--- config.mk ---
export PLATFORM = sky130hd
export DESIGN_NAME = noc_rsp_collector_flat
export DESIGN_NICKNAME = d
export VERILOG_FILES = /design/src/rtl/noc_rsp_collector_if.sv /design/src/rtl/noc_rsp_collector.sv /design/src/flat_wrapper.sv
export SDC_FILE = /design/constraint.sdc
export NUM_CORES = 1
export LEC_CHECK = 0
export CAP_MARGIN = 20
export CORE_MARGIN = 2
export CORE_UTILIZATION = 51
export DETAILED_ROUTE_END_ITERATION = 10
export GPL_ROUTABILITY_DRIVEN = 0
export PLACE_DENSITY = 0.76
export SLEW_MARGIN = 20
export SYNTH_ARGS = -nofsm -noshare
export SYNTH_HDL_FRONTEND = slang
export SYNTH_SLANG_ARGS = --single-unit
--- constraint.sdc ---
create_clock -name clk -period 8.7 [get_ports clk]
set_clock_uncertainty 0.15 [all_clocks]
set_input_delay 1.305 -clock clk [delete_from_list [all_inputs] [get_ports clk]]
set_output_delay 1.305 -clock clk [all_outputs]
set_load 0.02 [all_outputs]
--- src/rtl/noc_rsp_collector_if.sv ---
// noc_rsp_collector_if: router-side packet input and ant-side delivery handshake.
interface noc_rsp_collector_if #(
    parameter int WIDTH = 16
);
    localparam int PKT_W = WIDTH + 8;
    logic             writeOut;
    logic [PKT_W-1:0] dataOut;
    logic             full;
    logic             almost_full;
    logic             response_valid;
    logic [WIDTH-1:0] response;
    logic [5:0]       response_page;
    logic             response_ready;
    modport master (
        output writeOut, dataOut, response_ready,
        input  full, almost_full, response_valid, response, response_page
    );
    modport slave (
        input  writeOut, dataOut, response_ready,
        output full, almost_full, response_valid, response, response_page
    );
endinterface

--- src/rtl/noc_rsp_collector.sv ---
// noc_rsp_collector: matches response packets against outstanding page requests and queues them for the ant.
// Optional saturating accept/drop counters are enabled by NOC_RSP_COLLECT_STATS_EN.
module noc_rsp_collector #(
    parameter int WIDTH = 16,
    parameter int DEPTH = 4,
    parameter int PKT_W = WIDTH + 8
) (
    input  logic               clk,
    input  logic               reset,
    input  logic [1:0]         node_id,
    noc_rsp_collector_if.slave rx,
    input  logic               req_issue,
    input  logic [5:0]         req_page,
    output logic [6:0]         pending_cnt,
    output logic               err,
    output logic [15:0]        stat_accepted,
    output logic [15:0]        stat_dropped
);
    localparam int AW = $clog2(DEPTH);
    localparam logic [AW:0] FULL_CNT = (AW + 1)'(DEPTH);
    localparam logic [AW:0] AF_CNT = (AW + 1)'(DEPTH - 1);
    logic [PKT_W-1:0] pkt;
    logic [1:0]       dst;
    logic [5:0]       page;
    logic [WIDTH-1:0] val;
    logic [63:0]      pend;
    logic [AW-1:0]    wr_ptr, rd_ptr;
    logic [AW:0]      cnt;
    logic [WIDTH+5:0] mem [DEPTH];
    logic             accept, drop, pop, inc;

    assign pkt = rx.dataOut;
    assign {dst, page, val} = pkt;
    assign rx.full = cnt == FULL_CNT;
    assign rx.almost_full = cnt >= AF_CNT;
    assign accept = rx.writeOut && dst == node_id && pend[page] && !rx.full;
    assign drop = rx.writeOut && !accept;
    assign pop = rx.response_valid && rx.response_ready;
    // A same-cycle issue for the page being accepted re-arms it, so it still counts as a new request
    assign inc = req_issue && (!pend[req_page] || (accept && page == req_page));
    assign rx.response_valid = cnt != '0;
    assign {rx.response_page, rx.response} = rx.response_valid ? mem[rd_ptr] : '0;

    always_ff @(posedge clk or negedge reset)
        if (!reset) begin
            pend        <= '0;
            pending_cnt <= '0;
            cnt         <= '0;
            wr_ptr      <= '0;
            rd_ptr      <= '0;
            err         <= 1'b0;
        end else begin
            pend        <= (pend & ~(64'(accept) << page)) | (64'(req_issue) << req_page);
            pending_cnt <= pending_cnt + 7'(inc) - 7'(accept);
            cnt         <= cnt + (AW + 1)'(accept) - (AW + 1)'(pop);
            if (accept) wr_ptr <= wr_ptr + 1'b1;
            if (pop) rd_ptr <= rd_ptr + 1'b1;
            if (drop) err <= 1'b1;
        end

    always_ff @(posedge clk)
        if (accept) mem[wr_ptr] <= {page, val};

`ifdef NOC_RSP_COLLECT_STATS_EN
    always_ff @(posedge clk or negedge reset)
        if (!reset) begin
            stat_accepted <= '0;
            stat_dropped  <= '0;
        end else begin
            if (accept && stat_accepted != 16'hFFFF) stat_accepted <= stat_accepted + 1'b1;
            if (drop && stat_dropped != 16'hFFFF) stat_dropped <= stat_dropped + 1'b1;
        end
`else
    assign stat_accepted = '0;
    assign stat_dropped  = '0;
`endif
endmodule

--- src/flat_wrapper.sv ---
// flat-port wrapper written by rule: the top's interface ports become plain ports
module noc_rsp_collector_flat 
#(
    parameter int WIDTH = 16,
    parameter int DEPTH = 4,
    parameter int PKT_W = WIDTH + 8
)
  (clk, reset, node_id, req_issue, req_page, pending_cnt, err, stat_accepted, stat_dropped, rx_writeOut, rx_dataOut, rx_response_ready, rx_full, rx_almost_full, rx_response_valid, rx_response, rx_response_page);
  noc_rsp_collector_if #(.WIDTH(WIDTH)) rx_i ();
  input  logic clk;
  input  logic reset;
  input  logic [1:0] node_id;
  input  logic req_issue;
  input  logic [5:0] req_page;
  output logic [6:0] pending_cnt;
  output logic err;
  output logic [15:0] stat_accepted;
  output logic [15:0] stat_dropped;
  input wire logic [$bits(rx_i.writeOut)-1:0] rx_writeOut;
  input wire logic [$bits(rx_i.dataOut)-1:0] rx_dataOut;
  input wire logic [$bits(rx_i.response_ready)-1:0] rx_response_ready;
  output wire logic [$bits(rx_i.full)-1:0] rx_full;
  output wire logic [$bits(rx_i.almost_full)-1:0] rx_almost_full;
  output wire logic [$bits(rx_i.response_valid)-1:0] rx_response_valid;
  output wire logic [$bits(rx_i.response)-1:0] rx_response;
  output wire logic [$bits(rx_i.response_page)-1:0] rx_response_page;
  assign rx_i.writeOut = rx_writeOut;
  assign rx_i.dataOut = rx_dataOut;
  assign rx_i.response_ready = rx_response_ready;
  assign rx_full = rx_i.full;
  assign rx_almost_full = rx_i.almost_full;
  assign rx_response_valid = rx_i.response_valid;
  assign rx_response = rx_i.response;
  assign rx_response_page = rx_i.response_page;
  noc_rsp_collector #(.WIDTH(WIDTH), .DEPTH(DEPTH), .PKT_W(PKT_W)) u_core (.clk(clk), .reset(reset), .node_id(node_id), .rx(rx_i), .req_issue(req_issue), .req_page(req_page), .pending_cnt(pending_cnt), .err(err), .stat_accepted(stat_accepted), .stat_dropped(stat_dropped));
endmodule
==> results of run 1 <==
-- power by group --
group	total [mW]	internal, mW	switching, mW
clock	0.735	0.385	0.350
sequential	1.06	0.943	0.114
combinational	0.941	0.486	0.455
total	2.73	1.81	0.919
-- metal layers --
layer	global-route usage, %	share of wire [%]	vias up
li1	-	-	2784
met2	36.3	47	363
met5	0	0	-
met1	32.2	40	3068
met4	10.4	3.5	0
met3	5.67	9.3	74
-- final timing paths --
| kind | start | endpoint | cells after the start |
|---|---|---|---|
| setup / recovery | req_page[1] | u_core.pending_cnt[6]$_DFF_PN0_ | 14 |
| hold / removal | u_core.err$_DFFE_PN0P_ | u_core.err$_DFFE_PN0P_ | 1 |
| setup reg to reg | u_core.pend[6]$_DFF_PN0_ | u_core.pending_cnt[6]$_DFF_PN0_ | 16 |
| hold reg to reg | u_core.err$_DFFE_PN0P_ | u_core.err$_DFFE_PN0P_ | 1 |
| max in group asynchronous | reset | u_core.pend[50]$_DFF_PN0_ | 1 |
| min in group asynchronous | reset | u_core.pend[39]$_DFF_PN0_ | 1 |
-- placed cells by master, fill, tap and decap left out, types with 2 or more instances in the layout --
cell             netlist  final
a22oi_1                7      7
a21oi_1               68     68
o2111ai_1              2      2
nor2b_1                9      9
xnor2_1               11     11
o21ai_0                3      3
inv_6                  0      4
dfrtp_1               79     79
nand4_1                5      5
ha_1                  14     14
nor3_1                70     70
clkbuf_16              0     17
fa_1                   2      2
nand3_1               15     15
edfxtp_1              88     88
clkdlybuf4s50_1        0     67
or3_1                  4      4
and2_1                27     24
inv_1                 23     23
clkinv_8               0      3
nor2_1               133    133
and2_2                 0      3
nand2_1               22     22
inv_8                  0      4
nand2b_1               5      5
xor2_1                 6      6
conb_1                 1     32
nand3b_1               6      6
clkinv_4               0      3
mux2i_1               13     13
mux4_2                50     50
buf_4                 35      3
-- logic make-up after synthesis --
group | count (synthesis)
AOI/OAI and AO/OA | 91
xor gates and xnor gates | 17
adders and majority gates | 16
buffers and inverters | 99
DFF | 167
muxes | 65
other | 1
and+or+nand+nor | 302
-- state kept, by name, summed over array words and instances (netlist names) --
name and flops:
u_core.cnt 3, u_core.err 1, u_core.mem 88, u_core.pend 64
u_core.pending_cnt 7, u_core.rd_ptr 2, u_core.wr_ptr 2
-- worst max-delay path, delay by kind of cell --
kind	cells	cell delay, ns
buffers and inverters	2	1.29
AO/OA/AOI/OAI	5	0.93
multiplexers	2	0.90
adder cells (fa/ha/maj)	2	0.61
AND/OR/NAND/NOR	2	0.16
XOR/XNOR	1	0.11
-- area by class of cell --
type,instances,area share (%)
clock buffers,18,4.30
clock inverters,14,1.55
inverters,23,0.865
multi-input cells,523,37.0
flip-flops and latches,167,46.3
well taps,220,2.76
repair buffers,73,7.26
==> metrics.md, run 1 <==
| Metric | Value |
|---|---|
| Antenna viol nets, final | 0 |
| Postcts setup bufs | 0 |
| Die H | 135 um |
| Post-layout util | 59.8% |
| Simple-gate share of the synthesized area | 16.1% |
| Vias | 6289 |
| Commonest cells post-synth | nor2_1 (133), edfxtp_1 (88), dfrtp_1 (79) |
| Syn_area_per_cell | 11.5 um2 |
| Dominant synthesized flop cell | edfxtp_1 |
| Cell taking the most area after synthesis | edfxtp_1 |
| Initial Utilization | 52.4% |
| Via density per instance | 6.06 |
| Vias in the first global route | 5903 |
| Post-Syn Area | 0.00875 mm2 |
| Clock Tree Buf Depth | 2 |
| Largest family of logic cells by synthesized area | simple AND/OR/NAND/NOR gates |
| Critical path class | primary input to register |
| Total power | 2.73 mW |
| Synth Register Bits | 167 |
| Synth Area in Compound Gates | 5.85% |
| Layout net count | 858 |
| Fraction of layout cells with a size suffix above 1 | 11.6% |
| Clock sinks | 167 |
| Worst setup SP type | primary input |
| Power per standard cell area | 274 mW/mm2 |
| Final worst slack | 3.54 ns |
| Non-Filler Instances | 1038 |
| Hold crit path type | register to register |
| Synth Area in Adders | 2.46% |
| Number of port buffers | 69 |
| Num ports | 102 |
| Synthesized instance count | 758 |
| Min cycle time layout | 5.16 ns |
| CP Cell Sequence | clkdlybuf4s50_1, mux4_2, mux4_2, a22oi_1, a32o_1, ha_1, inv_1, fa_1, nor2b_1, o21ai_0, a21boi_0, o21a_1, nor2_1, xnor2_1 |
| GR Overflow Total | 0 |
| Placed cells | 1005 |
| Initial antenna violation count | 0 |
| Area of the core | 0.0167 mm2 |
| Clk Latency, worst-skew pair | 0.44 ns |
| Die Footprint | 0.0182 mm2 |
| Total routed wirelength | 20700 um |
| Post-synth cell types | 47 |
| TritonCTS clock tree | done |
| Fin crit share | 59.3% |
| Fill count | 1331 |
| Mux cell area share after synthesis | 14.7% |
| CTS clk-pin slew, worst paths | 0.07 ns |
| Worst R2R Setup Slack | 5.01 ns |
| Slowest cell on crit path | clkdlybuf4s50_1 |
| Final hold violation count | 0 |
| Peak supply drop | 0.202 mV |
| Crit-path max cell delay | 1.23 ns |
| Cts hold-fix bufs | 0 |
| Warnings, synthesis | 0 |
| Top-area cell type share of the netlist area | 30.2% |
| First-pass GRT wire length | 32400 um |
| CP dominant cell by count | mux4_2 |
| Drt drc | 0 |
| WL/cell | 20.0 um |
| Area growth syn-to-layout | 14.1% |
| Rel. slew slack | 23.7% |
| Multi-input combinational cell area | 0.00369 mm2 |
| Post-synth EDFFs | 88 |
| Place WS | 3.15 ns |
| Endpoints failing setup | 0 |
| RSZ-0062 raised after global routing | false |
| Total CTS buffers | 17 |
| Width of the die | 135 um |
| CTS Root Cell | clkbuf_16 |
| Dpl cell area | 0.00938 mm2 |
| Crit path capture type | register |
| Setup TNS Final | 0 ns |
| Largest net degree at the start of global routing | 80 |
| # H-tree levels | 4 |
| Status | completed |
| Hold_ws | 0.359 ns |
| Count leader, synth | nor2_1 |
| Leakage | 3.70 nW |
| Seq/Total Area, Yosys | 52.8% |
| CP required | 8.87 ns |
| Worst slew pin tran | 1.14 ns |
| Register Area | 0.00462 mm2 |
| DP HPWL | 13400 um |
| Tot GR Track Use | 23.6% |
| Worst path arrival time | 5.33 ns |
| Resize count post-CTS | 0 |
| Max-slew violations | 0 |
| Synth Area in XOR/XNOR | 1.70% |
| DR pass1 iterations | 6 |
| ANT cells | 0 |
| Max cap viols | 0 |
| Row Count | 47 |
| DR iter-0 viols | 726 |
| Asr flop ratio synth | 47.3% |
| Top cells by area, synth | edfxtp_1 (30%), dfrtp_1 (23%), mux4_2 (13%), nor2_1 (5.7%), nor3_1 (4.0%) |
| Crit path max fanout | 25 |
| Finished Cell Area | 0.00998 mm2 |
| Fmax | 0.194 GHz |
Power figures use the tool's default switching activity.
==> run 2, diff against run 1 <==
--- a/config.mk
+++ b/config.mk
@@ -10,7 +10,7 @@
 export CORE_UTILIZATION = 51
 export DETAILED_ROUTE_END_ITERATION = 10
 export GPL_ROUTABILITY_DRIVEN = 0
-export PLACE_DENSITY = 0.76
+export PLACE_DENSITY = 0.79
 export SLEW_MARGIN = 20
 export SYNTH_ARGS = -nofsm -noshare
 export SYNTH_HDL_FRONTEND = slang
==> constraint.sdc (replaced) <==
create_clock -name clk -period 4.4 [get_ports clk]
set_clock_uncertainty 0.15 [all_clocks]
set_input_delay 0.66 -clock clk [delete_from_list [all_inputs] [get_ports clk]]
set_output_delay 0.66 -clock clk [all_outputs]
set_load 0.02 [all_outputs]
==> run 2 against run 1 <==
Worst hold slack worse by 0.24 ns. Combinational power up 110%. Final area up 2.4%. Die area unchanged. Non-clock buffer count up 31. Sequential cell count unchanged. Via count up 1.6%. Wire length up 3.6%. Setup slack worse by 3.2 ns. First-iteration DRC count down 0.96%. Sequential power up 95%. Critical endpoint unchanged. Largest power group unchanged.
==> metrics.md, run 2 (synthesis gave the netlist of run 1 again) <==
| Metric | Value |
|---|---|
| Rel. slew slack | 47.0% (+23 points) |
| Top Registers | u_core.mem (88), u_core.pend (64), u_core.pending_cnt (7) |
| Leakage | 3.85 nW (+4.1%) |
| Vias in the first global route | 6221 (+5.4%) |
| Clock power frac | 26.1% (-0.8 points) |
| Num ports | 102 (unchanged) |
| Total power | 5.41 mW (+98%) |
| DR pass1 iterations | 5 (-1) |
| Clock sinks | 167 (unchanged) |
| Min cycle time layout | 4.02 ns |
| Via density per instance | 5.98 (-1.4%) |
| Vias | 6389 (+1.6%) |
| Clk Latency, worst-skew pair | 0.44 ns (about the same) |
| Worst path arrival time | 4.20 ns (-1.13 ns) |
| Worst slew pin tran | 0.795 ns (-0.346 ns) |
| Drt drc | 0 (unchanged) |
| Sw Share | 33.6% (-0.067 points) |
| Worst R2R Setup Slack | 0.75 ns (-4.26 ns) |
| Layout net count | 889 (+3.6%) |
| Largest register FFs | 88 (unchanged) |
| Max-slew violations | 0 (unchanged) |
| Area of the core | 0.0167 mm2 (unchanged) |
| Endpoints failing setup | 0 (unchanged) |
| Width of the die | 135 um (unchanged) |
| Status | completed |
| DP HPWL | 15000 um (+12%) |
| First-pass GRT wire length | 34100 um (+5.2%) |
| Fin crit share | 91.5% |
| ANT cells | 0 (unchanged) |
| Worst setup SP type | primary input |
| CP required | 4.57 ns (-4.30 ns) |
| Critical path class | primary input to register |
| Commonest non-fill, non-tap cell in the layout | nor2_1 |
| Multi-input combinational cell area | 0.00369 mm2 (-0.10%) |
| Post-layout util | 61.2% (+1.5 points) |
| Slowest cell on crit path | clkdlybuf4s50_1 |
| GR Overflow Total | 0 (unchanged) |
| Antenna viol nets, final | 0 (unchanged) |
| Crit path max fanout | 15 (-40%) |
| Clock Tree Buf Depth | 2 (unchanged) |
| Row Count | 47 (unchanged) |
| Register Area | 0.00462 mm2 (unchanged) |
| WL/cell | 20.1 um (+0.57%) |
| Most frequent cells in the layout | nor2_1 (133), edfxtp_1 (88), dfrtp_1 (79) |
| Power per standard cell area | 529 mW/mm2 (+93%) |
| Total routed wirelength | 21500 um (+3.6%) |
| Sw Pwr | 1.82 mW (+98%) |
| Total CTS buffers | 17 (unchanged) |
| Largest register by flop count | u_core.mem |
| Fmax | 0.248 GHz |
| Combinational Power Share | 35.7% (+1.3 points) |
| Die Footprint | 0.0182 mm2 (unchanged) |
| Cts hold-fix bufs | 0 (unchanged) |
| Crit path capture type | register |
| Die H | 135 um (unchanged) |
| Fill count | 1288 (-3.2%) |
| RSZ-0062 raised after global routing | false |
| CTS clk-pin slew, worst paths | 0.07 ns (about the same) |
| Sequential fraction of design power | 38.2% (-0.5 points) |
| Hold crit path type | primary input to async pin |
| Area growth syn-to-layout | 16.9% |
| Postcts setup bufs | 0 (unchanged) |
| Number of port buffers | 69 (unchanged) |
| Final hold violation count | 0 (unchanged) |
| Initial Utilization | 52.4% (unchanged) |
| Largest net degree at the start of global routing | 80 (unchanged) |
| DR iter-0 viols | 719 (-0.96%) |
| Initial antenna violation count | 0 (unchanged) |
| # H-tree levels | 4 (unchanged) |
| Crit-path max cell delay | 0.54 ns (-0.69 ns) |
| TritonCTS clock tree | done |
| CTS Root Cell | clkbuf_16 |
| Pint | 3.59 mW (+98%) |
| Resize count post-CTS | 0 (unchanged) |
| Fraction of layout cells with a size suffix above 1 | 14.4% (+2.8 points) |
| Hold_ws | 0.117 ns (-0.242 ns) |
| Max cap viols | 0 (unchanged) |
| Peak supply drop | 0.328 mV (+63%) |
| Tot GR Track Use | 24.9% (+1.3 points) |
| CP Cell Sequence | clkdlybuf4s50_1, buf_4, nor2b_1, buf_4, a22oi_1, o2111ai_1, nand3_1, a32o_2, ha_1, inv_1, ha_1, inv_1, fa_1, nor2b_1, o21ai_0, a21boi_0, o21a_1, nor2_1, xnor2_1 |
| Setup TNS Final | 0 ns (unchanged) |
## run 2: metal layers
metal / wire, um / GRT usage [%] / up-vias
li1: - / - / 2836
met3: 1920 / 6.16 / 56
met1: 8520 / 32.4 / 3114
met4: 646 / 10.0 / 0
met2: 10400 / 40.6 / 383
met5: 0 / 0 / -
## run 2: stage by stage
| step | setup WS, ns | instance area (um2) | instances |
|---|---|---|---|
| 2_1_floorplan | 0.156 | 8860 | 789 |
| 3_3_place_gp | 0.0252 | 9650 | 1037 |
| 3_5_place_dp | -0.0167 | 9650 | 1037 |
| 4_1_cts | 0.423 | 10200 | 1069 |
| 5_1_grt | 0.0709 | 10200 | 1069 |
| 6_report | 0.376 | 10200 | 1069 |
## run 2: layout make-up
type                            count  share of cell area, %
Sequential cell                   167                   45.2
Multi-Input combinational cell    523                   36.1
Timing Repair Buffer              104                   9.65
Clock buffer                       17                   4.16
Tap cell                          220                   2.69
Clock inverter                     15                   1.39
Inverter                           23                  0.844
## run 2: final timing paths
check                                    startpoint                               to  cells after the start
setup / recovery                     rx_dataOut[17]  u_core.pending_cnt[6]$_DFF_PN0_                     19
hold / removal                                reset        u_core.pend[56]$_DFF_PN0_                      1
setup reg to reg           u_core.pend[7]$_DFF_PN0_  u_core.pending_cnt[6]$_DFF_PN0_                     16
hold reg to reg              u_core.err$_DFFE_PN0P_           u_core.err$_DFFE_PN0P_                      1
max in group asynchronous                     reset     u_core.wr_ptr[1]$_DFFE_PN0P_                      1
min in group clk             u_core.err$_DFFE_PN0P_           u_core.err$_DFFE_PN0P_                      1
## run 2: power by group through the flow
| stage | sequential (mW) | combinational, mW | clock [mW] |
|---|---|---|---|
| after detailed placement | 2.09 | 1.93 | 0 |
| after floorplan | 2.05 | 1.28 | 0 |
| after CTS | 2.06 | 1.95 | 1.43 |
| final | 2.07 | 1.93 | 1.41 |
| after global routing | 2.09 | 2.10 | 1.50 |
| after global placement | 2.08 | 1.88 | 0 |
## run 2: worst max-delay path: cells and delay by family
kind,cells,cell delay [ns]
and+or+nand+nor,4,0.55
adders and majority gates,3,0.84
xor gates and xnor gates,1,0.11
buffers and inverters,5,1.08
AOI/OAI and AO/OA,6,0.95
==> run 3, diff against run 2 <==
==> constraint.sdc (replaced) <==
create_clock -name clk -period 4.4 [get_ports clk]
set_clock_uncertainty 0.15 [all_clocks]
set_input_delay 0.66 -clock clk [delete_from_list [all_inputs] [get_ports clk]]
set_output_delay 0.66 -clock clk [all_outputs]
set_load 0.05 [all_outputs]
==> results of run 3 <==
The final DEF is identical to that of run 2. Status: completed.
Main changes from that run: total power 5.41 mW -> 5.86 mW; worst IR drop on VDD 0.328 mV -> 0.463 mV
